File: src/rtl/gcd_job_driver.sv
// ---------------------------------------------------------------------------
// gcd_job_driver
//
// Request-side controller for the repeated-subtraction GCD calculator.
// It takes one operand pair per job, restarts the calculator, loads A and
// then B on their one-cycle strobes, and waits for calc_out_ready. It then
// returns the GCD, an error flag and the number of WAIT cycles used.
// Zero operands are answered locally, because the calculator never
// terminates on them. A watchdog aborts any job that waits too long.
//
// Parameters:
//   TIMEOUT_CYCLES  WAIT cycles allowed before the job is aborted (>= 2)
//   CLR_CYCLES      cycles calc_rst is held high before loading (>= 1)
//
// Ports:
//   clk, rst                 clock; asynchronous active-low reset
//   job_valid/job_ready      job handshake; job_a, job_b are the operands
//   calc_rst                 active-high restart to the calculator
//   calc_a, calc_b           operands to the calculator (hold last load)
//   calc_a/b_available       one-cycle load strobes
//   calc_out, calc_out_ready calculator result and its sticky valid level
//   res_valid/res_ready      result handshake
//   res_gcd, res_err         GCD (0 on error), timeout flag
//   res_cycles               WAIT cycles spent, saturating at 16'hFFFF
// ---------------------------------------------------------------------------
module gcd_job_driver #(
    parameter int TIMEOUT_CYCLES = 600,
    parameter int CLR_CYCLES     = 2
) (
    input  logic        clk,
    input  logic        rst,
    input  logic        job_valid,
    output logic        job_ready,
    input  logic [7:0]  job_a,
    input  logic [7:0]  job_b,
    output logic        calc_rst,
    output logic [7:0]  calc_a,
    output logic [7:0]  calc_b,
    output logic        calc_a_available,
    output logic        calc_b_available,
    input  logic [7:0]  calc_out,
    input  logic        calc_out_ready,
    output logic        res_valid,
    input  logic        res_ready,
    output logic [7:0]  res_gcd,
    output logic        res_err,
    output logic [15:0] res_cycles
);

    localparam int WCW = $clog2(TIMEOUT_CYCLES + 1);
    localparam int CCW = (CLR_CYCLES > 1) ? $clog2(CLR_CYCLES) : 1;

    typedef enum logic [2:0] {
        IDLE,
        CLR,
        LOAD_A,
        LOAD_B,
        WAIT,
        RESP
    } state_t;

    state_t         state;
    state_t         state_nxt;

    logic [7:0]     op_a;
    logic [7:0]     op_b;
    logic [7:0]     calc_a_q;
    logic [7:0]     calc_b_q;
    logic [CCW-1:0] clr_cnt;
    logic [WCW-1:0] wait_cnt;
    logic [WCW-1:0] wait_nxt;
    logic [31:0]    wait_wide;
    logic [15:0]    cycles_sat;
    logic           clr_done;
    logic           wait_hit;
    logic           accept;
    logic           zero_job;

    assign clr_done   = (clr_cnt == CCW'(CLR_CYCLES - 1));
    assign wait_nxt   = wait_cnt + WCW'(1);
    assign wait_hit   = (wait_nxt == WCW'(TIMEOUT_CYCLES));
    assign wait_wide  = 32'(wait_nxt);
    assign cycles_sat = (wait_wide > 32'h0000_FFFF) ? 16'hFFFF : wait_wide[15:0];
    assign accept     = (state == IDLE) && job_valid;
    assign zero_job   = (job_a == 8'd0) || (job_b == 8'd0);

    // The operand buses show the latched operand during their load cycle and
    // keep the last loaded value everywhere else.
    assign calc_a = (state == LOAD_A) ? op_a : calc_a_q;
    assign calc_b = (state == LOAD_B) ? op_b : calc_b_q;

    always_ff @(posedge clk or negedge rst) begin
        if (!rst) begin
            state <= IDLE;
        end else begin
            state <= state_nxt;
        end
    end

    always_comb begin
        state_nxt        = state;
        job_ready        = 1'b0;
        calc_rst         = 1'b1;
        calc_a_available = 1'b0;
        calc_b_available = 1'b0;
        res_valid        = 1'b0;
        case (state)
            IDLE: begin
                // Gated with rst so job_ready is low for the whole reset.
                job_ready = rst;
                if (job_valid && rst) begin
                    state_nxt = zero_job ? RESP : CLR;
                end
            end
            CLR: begin
                if (clr_done) begin
                    state_nxt = LOAD_A;
                end
            end
            LOAD_A: begin
                calc_rst         = 1'b0;
                calc_a_available = 1'b1;
                state_nxt        = LOAD_B;
            end
            LOAD_B: begin
                calc_rst         = 1'b0;
                calc_b_available = 1'b1;
                state_nxt        = WAIT;
            end
            WAIT: begin
                calc_rst = 1'b0;
                if (calc_out_ready || wait_hit) begin
                    state_nxt = RESP;
                end
            end
            RESP: begin
                res_valid = 1'b1;
                if (res_ready) begin
                    state_nxt = IDLE;
                end
            end
            default: begin
                state_nxt = IDLE;
            end
        endcase
    end

    always_ff @(posedge clk or negedge rst) begin
        if (!rst) begin
            op_a       <= '0;
            op_b       <= '0;
            calc_a_q   <= '0;
            calc_b_q   <= '0;
            clr_cnt    <= '0;
            wait_cnt   <= '0;
            res_gcd    <= '0;
            res_err    <= 1'b0;
            res_cycles <= '0;
        end else begin
            case (state)
                IDLE: begin
                    if (accept) begin
                        op_a    <= job_a;
                        op_b    <= job_b;
                        clr_cnt <= '0;
                        if (zero_job) begin
                            // gcd(x,0)=x and gcd(0,0)=0, so OR gives the answer.
                            res_gcd    <= job_a | job_b;
                            res_err    <= 1'b0;
                            res_cycles <= '0;
                        end
                    end
                end
                CLR: begin
                    clr_cnt <= clr_cnt + CCW'(1);
                end
                LOAD_A: begin
                    calc_a_q <= op_a;
                end
                LOAD_B: begin
                    calc_b_q <= op_b;
                    wait_cnt <= '0;
                end
                WAIT: begin
                    wait_cnt <= wait_nxt;
                    // The calculator result takes priority over the watchdog.
                    if (calc_out_ready) begin
                        res_gcd    <= calc_out;
                        res_err    <= 1'b0;
                        res_cycles <= cycles_sat;
                    end else if (wait_hit) begin
                        res_gcd    <= '0;
                        res_err    <= 1'b1;
                        res_cycles <= cycles_sat;
                    end
                end
                default: begin
                end
            endcase
        end
    end

endmodule

File: config.mk
export PLATFORM = sky130hd
export DESIGN_NAME = gcd_job_driver
export DESIGN_NICKNAME = d
export VERILOG_FILES = /design/src/rtl/gcd_job_driver.sv
export SDC_FILE = /design/constraint.sdc
export NUM_CORES = 1
export LEC_CHECK = 0
export BUFFER_PORTS_ARGS = -buffer_cell sky130_fd_sc_hd__buf_2
export CAP_MARGIN = 20
export CORE_MARGIN = 4
export CORE_UTILIZATION = 45
export CTS_CLUSTER_DIAMETER = 30
export DETAILED_ROUTE_END_ITERATION = 16
export PLACE_DENSITY = 0.69
export SLEW_MARGIN = 15
export SYNTH_ARGS = -nofsm -noshare
export SYNTH_HDL_FRONTEND = slang
export SYNTH_SLANG_ARGS = --single-unit
export TNS_END_PERCENT = 20
File: constraint.sdc
create_clock -name clk -period 3.3 [get_ports clk]
set_clock_uncertainty 0.2 [all_clocks]
set_input_delay 0.33 -clock clk [delete_from_list [all_inputs] [get_ports clk]]
set_output_delay 0.33 -clock clk [all_outputs]
set_load 0.02 [all_outputs]
==> results of run 1 <==
## Yosys cell counts (2+ instances only)
| library cell | count | area (µm²) |
|---|---|---|
| and2_1 | 7 | 43.79 |
| nand2_1 | 18 | 67.56 |
| nand4_1 | 2 | 12.51 |
| and3_1 | 2 | 12.51 |
| o21ai_0 | 16 | 80.08 |
| a221o_1 | 7 | 70.07 |
| clkbuf_1 | 10 | 37.54 |
| nand2b_1 | 2 | 12.51 |
| or4_1 | 4 | 30.03 |
| mux2i_1 | 5 | 50.05 |
| xnor2_1 | 4 | 35.03 |
| nor2_1 | 31 | 116.4 |
| dfrtp_1 | 65 | 1627 |
| o21a_1 | 3 | 22.52 |
| mux2_2 | 32 | 360.4 |
| a22o_1 | 2 | 17.52 |
| nand3_1 | 3 | 15.01 |
| nand3_2 | 2 | 20.02 |
| a22o_2 | 3 | 30.03 |
| nor2b_1 | 2 | 12.51 |
| buf_2 | 3 | 15.01 |
| nor3_1 | 3 | 15.01 |
| inv_1 | 3 | 11.26 |
| o31ai_1 | 3 | 22.52 |
| xor2_1 | 5 | 43.79 |
| a21oi_1 | 3 | 15.01 |
| buf_4 | 6 | 45.04 |
## layer usage
| layer | global-route usage (%) | wire length (µm) | up-vias | share of wire, % |
|---|---|---|---|---|
| li1 | - | - | 1094 | - |
| met1 | 22.20 | 3021 | 1117 | 45 |
| met2 | 27.49 | 3251 | 59 | 48 |
| met3 | 2.917 | 302 | 11 | 4.5 |
| met4 | 8.418 | 131 | 0 | 2.0 |
| met5 | 0 | 0 | - | 0 |
## cells by family (layout without fill, tap and decap cells)
group | count (synthesis) | count (layout) | synth area share [%]
adders and majority gates | 1 | 1 | 0.4069
other | 1 | 6 | 0.1220
muxes | 37 | 37 | 13.35
AOI/OAI and AO/OA | 47 | 47 | 11.72
DFF | 65 | 65 | 52.91
buffers and inverters | 25 | 95 | 4.151
and+or+nand+nor | 86 | 86 | 14.77
xor gates and xnor gates | 9 | 9 | 2.564
## final timing paths
check / endpoint / slack (ns) / cells after the start
max: res_cycles[4] / 0.47 / 7
min: res_gcd[6] / 0.01 / 2
max reg2reg: res_cycles[4] / 0.47 / 7
min reg2reg: calc_b_q[2] / 0.29 / 1
max in group asynchronous: calc_a_q[5] / 2.07 / 3
min in group asynchronous: calc_b_q[1] / 0.19 / 2
## power by group
| group | internal [mW] | switching [mW] |
|---|---|---|
| Sequential | 1.10 | 0.188 |
| Clock | 0.428 | 0.310 |
| Combinational | 0.559 | 0.726 |
## stage by stage
step	cell area [µm²]	worst slack (ns)	total power, mW
finish	3692	0.4663	3.315
floorplan	3093	0.6774	2.210
CTS	3692	0.4498	3.353
global route	3692	0.2016	3.529
detailed placement	3462	0.4650	2.604
global placement	3462	0.5518	2.571
## critical path, stage by stage (launching register included)
cell	delay [ns]
dfrtp_1	0.46
ha_1	0.33
nand3_2	0.19
nor4_4	0.32
nand3_2	0.15
a2111oi_4	0.46
o21a_1	0.41
mux2i_1	0.24
## registers in the layout (all words and copies together) (netlist names), 3 cells and up
signal,flops
res_cycles,10
wait_cnt,10
calc_a_q,8
calc_b_q,8
op_a,8
op_b,8
res_gcd,8
state,3
## layout make-up
type | count | area [µm²] | share of cell area (%)
clock buffers | 10 | 127.6 | 3.456
clock inverters | 6 | 92.59 | 2.508
inverters | 4 | 15.01 | 0.4066
multi-input cells | 186 | 1339 | 36.26
flip-flops and latches | 65 | 1627 | 44.05
well taps | 77 | 96.34 | 2.609
repair buffers | 75 | 395.4 | 10.71
==> metrics, run 1 <==
Inst Count DP=406; Slew Viols, Final=0; root buffer cell=clkbuf_8; Crit. Startpoint=wait_cnt[0]; Die W=90.66 µm; All-Layer GR Usage=17.07%; initial DRC count=55; number of synthesized flops with an enable pin=0; input/output buffers=between 60 and 70; filler cell count=558; post-layout min period=~2.8 ns; CP required=3.36 ns; drt drc=0; die area=8218 µm²; Setup TNS=0 ns; Power Density=897.9 nW/µm²; clock slew at reported path FFs=0.07 ns; worst path arrival time=2.90 ns; first-pass GRT wire length=approximately 11000 µm; routed wire length=about 6700 µm; Yosys cell types=52; # nets final=371; CTS tree=yes; WHS=0.01158 ns; YS warnings=0; CTS Buf Count=9; num ports=75; final std cells w/o fill=423; largest net degree at the start of global routing=31; CTS sink cnt=65; post-CTS setup buffer count=0; Worst setup SP type=register; commonest non-fill, non-tap cell in the layout=buf_2; FP Rows=29; Placer Congestion=0.8055; Final Cycle Share=85.87%; post-cts sizing count=0; Worst Hold Class=primary input to register; reg2reg start=wait_cnt[0]; Seq/Total Area, Yosys=between 50 and 60%; Worst Setup End Kind=register; Cells after Synth=271; P&R area growth vs syn=20.11%; Post-DP HPWL=4964 µm; Seq cells post-synth=65; total grt overflow=0; Final Hold Fails=0; maximum VDD drop=0.0004748 V; core area=6495 µm²; later-pin clock latency in the skew report=~0.34 ns; commonest non-fill, non-tap cells in the layout=buf_2 (68), dfrtp_1 (65), mux2_2 (32); Antenna diodes=0; final setup vio count=0; HP Start=calc_out[6]; first drt pass iteration count=4; Initial Utilization=between 40% and 50%; syn_area_per_cell=11.34 µm²; Layout Utilization=56.85%; Async S/R FF share, synth=100.0%; kind of critical path=register to register; Max-Cap Viols=0; vias per inst=5.392; Leak=1.766 nW; layout cell share with drive strength beyond 1=39.60%; RSZ-0062 raised after global routing=no; number of global-route vias before repair=~2300; status=complete, no violations; Fmax=0.3529 GHz; Longest Clk Path Bufs=2; Hold-fix buffers, CTS=1; initial antenna violation count=0; DRT antenna net count=0; area of the mapped netlist=3074 µm²; WL/cell=15.86 µm; Rel. slew slack=55.81%; Primary FF master, synth=dfrtp_1; worst-path maximum fanout=8; total number of vias=2281; Slew @ Worst Pin=0.6603 ns; DIE HEIGHT=90.66 µm; H-tree Lvls=3
No activity file was read; power rests on OpenSTA's default activity.
==> inputs of run 2 (changes only) <==
==> constraint.sdc (replaced) <==
create_clock -name clk -period 2.7 [get_ports clk]
set_clock_uncertainty 0.2 [all_clocks]
set_input_delay 0.27 -clock clk [delete_from_list [all_inputs] [get_ports clk]]
set_output_delay 0.27 -clock clk [all_outputs]
set_load 0.05 [all_outputs]
==> run 2 against run 1 <==
  * Final cell count is 6.1% higher
  * Die area stayed put
  * Critical path depth is 3 lower
  * Global-route usage is 1.4 points higher
  * Design area is 7.7% higher
  * Wire length is 8.4% higher
  * Register-to-register slack worse by 0.32 ns
  * Worst hold slack better by 0.0075 ns
  * Critical path type is now register to output port
==> metrics, run 2 (synthesis gave the netlist of run 1 again) <==
status=complete, no violations; Final Hold Fails=0 (unchanged); commonest non-fill, non-tap cells in the layout=buf_2 (68), dfrtp_1 (65), mux2_2 (32); Initial Utilization=47.33% (unchanged); CTS tree=yes; H-tree Lvls=3 (unchanged); # nets final=396 (+6.7%); Max-Cap Viols=0 (unchanged); first-pass GRT wire length=12060 µm (+7.4%); DIE HEIGHT=90.66 µm (unchanged); CP required=2.23 ns (-1.13 ns); worst-path maximum fanout=11 (+3); FP Rows=29 (unchanged); layout cell share with drive strength beyond 1=38.81% (-0.78 points); Placer Congestion=0.8280 (+2.8%); Reg2Reg Setup Slack=0.15 ns (-0.32 ns); Fmax=a little under 0.4 GHz; final std cells w/o fill=449 (+6.1%); post-layout min period=2.555 ns; Largest regs=res_cycles (10), wait_cnt (10); total number of vias=2394 (+5.0%); number of global-route vias before repair=2414 (+5.9%); Worst Setup End Kind=output port; Leak=1.893 nW (+7.2%); commonest non-fill, non-tap cell in the layout=buf_2; Worst Hold Class=primary input to register; Longest Clk Path Bufs=2 (unchanged); later-pin clock latency in the skew report=0.34 ns (about the same); core area=6495 µm² (unchanged); CTS sink cnt=65 (unchanged); root buffer cell=clkbuf_8; largest net degree at the start of global routing=44 (+42%); num ports=75 (unchanged); Final Cycle Share=between 90% and 100%; CTS Buf Count=9 (unchanged); P&R area growth vs syn=29.34%; Worst setup SP type=register; Post-DP HPWL=4942 µm (-0.44%); final setup vio count=0 (unchanged); Setup TNS=0 ns (unchanged); Slew @ Worst Pin=0.5648 ns (-0.09555 ns); vias per inst=5.332 (-1.1%); drt drc=0 (unchanged); kind of critical path=register to output port; die area=8218 µm² (unchanged); initial DRC count=137 (+150%); WL/cell=16.19 µm (+2.1%); Rel. slew slack=62.35% (+6.5 points); worst path arrival time=2.09 ns (-0.81 ns); initial antenna violation count=1 (+1); input/output buffers=68 (unchanged); first drt pass iteration count=4 (unchanged); Power Density=1219 nW/µm² (+36%); Die W=90.66 µm (unchanged); RSZ-0062 raised after global routing=no; total grt overflow=0 (unchanged); DRT antenna net count=0 (unchanged); Inst Count DP=411 (+1.2%); maximum VDD drop=0.0008560 V (+80%); filler cell count=518 (-7.2%); All-Layer GR Usage=18.51% (+1.4 points); Slew Viols, Final=0 (unchanged); WHS=0.01907 ns (+0.007485 ns); clock slew at reported path FFs=0.07 ns (about the same); routed wire length=7271 µm (+8.4%)
-- run 2: layout make-up --
class / instances / area (µm²) / area share, %
antenna: 1 / 2.502 / 0.06293
tap: 77 / 96.34 / 2.423
multi-input combinational: 186 / 1359 / 34.17
sequential: 65 / 1627 / 40.91
timing repair buffer: 100 / 634.4 / 15.95
clock buffer: 10 / 127.6 / 3.210
clock inverter: 6 / 115.1 / 2.895
inverter: 4 / 15.01 / 0.3776
-- run 2: through the flow --
stage,util (%),setup WS (ns),instance area (µm²),power [mW]
final,61.22,0.1445,3976,4.849
after global routing,61.22,0.008493,3976,5.106
after CTS,60.70,0.07592,3943,4.856
after detailed placement,53.88,0.1064,3500,3.826
after global placement,53.88,0.1560,3500,3.790
after floorplan,-,0.07735,3093,3.301
-- run 2: final timing paths --
check	startpoint	to	cells after the start
setup / recovery	state[2]	calc_b[6]	4
hold reg to reg	calc_b_q[3]	calc_b_q[3]	1
setup reg to reg	wait_cnt[0]	res_gcd[5]	7
hold / removal	job_b[0]	op_b[0]	2
min in group asynchronous	rst	calc_a_q[6]	2
max in group asynchronous	rst	wait_cnt[5]	3
-- run 2: metal layers --
metal  up-vias  GRT usage (%)  routed length [µm]
met5         -              0                   0
met4         0          11.73                 320
met3        24          3.667                 300
met2        69          27.92                3341
met1      1160          24.30                3309
li1       1141              -                   -
-- run 2: where the power goes --
group	total, mW	internal, mW	switching, mW
logic	2.28	0.748	1.53
registers	1.57	1.35	0.225
clock network	0.999	0.618	0.381
total	4.85	2.72	2.13
-- run 2: repair_timing --
item,in CTS,in global routing
resized for setup,0,5
hold buffers,20,0
buffers inserted,0,1
endpoints found under the hold margin,41,0
setup endpoints to repair,0,8
-- run 2: worst max-delay path, cell delays in order, from the launching register on --
cell and delay, ns:
dfrtp_1 0.48, inv_1 0.16, and3_1 0.48, mux2_2 0.41, buf_2 0.21
==> inputs of run 3 (changes only) <==
Settings changed: REMOVE_ABC_BUFFERS set to 1.
==> run 3 against run 2 <==
  * Via count shrank 4.0%
  * Wire length shrank 3.4%
  * Critical path depth grew 3
  * First-iteration DRC count shrank 40%
  * Register-to-register slack lost 0.06 ns
  * Utilization shrank 1.1 points
  * Critical endpoint is now res_gcd[5]
==> metrics, run 3 (synthesis gave the netlist of run 1 again) <==
status=complete, no violations; Worst setup SP type=register; Leak=1.864 nW (-1.5%); CP required=2.73 ns (+0.50 ns); hold path depth=2 (unchanged); Worst Setup End Kind=register; reg2reg end=res_gcd[5]; largest net degree at the start of global routing=48 (+9.1%); clock slew at reported path FFs=0.07 ns (about the same); Clk pwr share=17.8% (-2.8 points); routed wire length=7025 µm (-3.4%); die area=8218 µm² (unchanged); Max-Cap Viols=0 (unchanged); CTS Buf Count=9 (unchanged); Seq pwr share=33.5% (+1.0 points); Power Density=1192 nW/µm² (-2.2%); Final Hold Fails=0 (unchanged); Net Sw Power=2.115 mW (-0.88%); Crit. Startpoint=wait_cnt[0]; Setup TNS=0 ns (unchanged); internal power=2.539 mW (-6.5%); RSZ-0062 raised after global routing=yes; vias per inst=5.152 (-3.4%); Placer Congestion=0.8259 (-0.25%); later-pin clock latency in the skew report=0.34 ns (about the same); first-pass GRT wire length=11880 µm (-1.5%); HP Start=job_b[5]; DRT antenna net count=0 (unchanged); root buffer cell=clkbuf_8; Hold EP=op_b[5]; DIE HEIGHT=90.66 µm (unchanged); CTS tree=yes; Antenna diodes=0 (-1); total grt overflow=0 (unchanged); FP Rows=29 (unchanged); # nets final=394 (-0.51%); core area=6495 µm² (unchanged); initial DRC count=82 (-40%); input/output buffers=68 (unchanged); P&R area growth vs syn=26.98%; num ports=75 (unchanged); Post-DP HPWL=4943 µm (about the same); Reg2Reg Setup Slack=0.09 ns (-0.06 ns); Final Cycle Share=96.74% (+2.1 points); worst path arrival time=2.64 ns (+0.55 ns); Largest regs=res_cycles (10), wait_cnt (10); commonest non-fill, non-tap cells in the layout=buf_2 (68), dfrtp_1 (65), mux2_2 (32); Comb pwr share=48.6% (+1.7 points); Initial Utilization=47.33% (unchanged); Slew Viols, Final=0 (unchanged); Slew @ Worst Pin=0.5814 ns (+0.01663 ns); area occupied by multi-input gates=1348 µm² (-0.83%); initial antenna violation count=0 (-1); Fmax=0.3828 GHz (-2.2%); Power Total=4.654 mW (-4.0%); final setup vio count=0 (unchanged); H-tree Lvls=3 (unchanged); total number of vias=2298 (-4.0%); Longest Clk Path Bufs=2 (unchanged); maximum VDD drop=0.0007116 V (-17%); Net Sw Frac=45.45% (+1.4 points); Reg2Reg Depth=7 (unchanged); post-CTS setup buffer count=0 (unchanged); CTS sink cnt=65 (unchanged); All-Layer GR Usage=18.09% (-0.42 points); first drt pass iteration count=4 (unchanged); drt drc=0 (unchanged); kind of critical path=register to register; filler cell count=534 (+3.1%); reg2reg start=wait_cnt[0]; WHS=0.01012 ns (-0.008950 ns); layout cell share with drive strength beyond 1=39.02% (+0.21 points); commonest non-fill, non-tap cell in the layout=buf_2; Rel. slew slack=61.24% (-1.1 points); Worst Hold Class=primary input to register; post-layout min period=2.612 ns (+0.05663 ns); Layout Utilization=60.10% (-1.1 points); number of global-route vias before repair=2411 (-0.12%); worst-path maximum fanout=11 (unchanged); Seq. cell area=1627 µm² (unchanged); WL/cell=15.75 µm (-2.7%); Die W=90.66 µm (unchanged)
run 3: cell count changes in the layout (fill, tap and decap cells not counted), sizes merged:
cell and delta:
buf -1, bufinv -2, clkinv +2, clkinvlp +1
diode -1, dlygate4sd3 -1, inv -1
run 3: timing repair:
action,CTS,global route
hold buffers,19,0
endpoints found under the setup margin,0,15
hold endpoints to repair,36,0
resized for setup,0,2
run 3: how the worst max path moves through the flow:
stage	end
global route	res_cycles[1]
CTS	res_cycles[0]
finish	res_gcd[5]
global placement	res_cycles[0]
floorplan	calc_a[0]
detailed placement	res_cycles[1]
run 3: layer usage:
metal	routed length, µm	track usage, %	vias to the layer above
met1	3172	23.96	1087
met2	3379	28.60	63
li1	-	-	1137
met5	0	0	-
met3	323	3.333	11
met4	150	8.673	0
run 3: area by class of cell:
| class | instances | share of cell area (%) |
|---|---|---|
| clock buffers | 10 | 3.526 |
| well taps | 77 | 2.468 |
| multi-input cells | 186 | 34.52 |
| repair buffers | 98 | 15.71 |
| clock inverters | 6 | 1.731 |
| flip-flops and latches | 65 | 41.67 |
| inverters | 4 | 0.3846 |
run 3: stage by stage:
stage / setup slack, ns / instance area, µm² / std cells
5_1_grt: -0.009860 / 3904 / 446
4_1_cts: 0.02151 / 3895 / 446
3_5_place_dp: 0.03187 / 3500 / 411
6_report: 0.08792 / 3904 / 446
3_3_place_gp: 0.1389 / 3500 / 411
2_1_floorplan: -0.5933 / 2980 / 255
run 3: power by group through the flow:
stage                     clock network (mW)  registers [mW]  logic (mW)
after floorplan                            0            1.84        1.41
after global placement                     0            1.56        2.23
after detailed placement                   0            1.58        2.25
after CTS                              0.848            1.56        2.27
after global routing                   0.894            1.62        2.42
final                                  0.829            1.56        2.26
run 3: critical path, stage by stage (launching register included):
cell       delay, ns
dfrtp_1         0.40
ha_1            0.24
nand3_2         0.16
nor4_4          0.08
or3b_2          0.48
a2111oi_4       0.41
o21ai_4         0.18
a221o_2         0.35
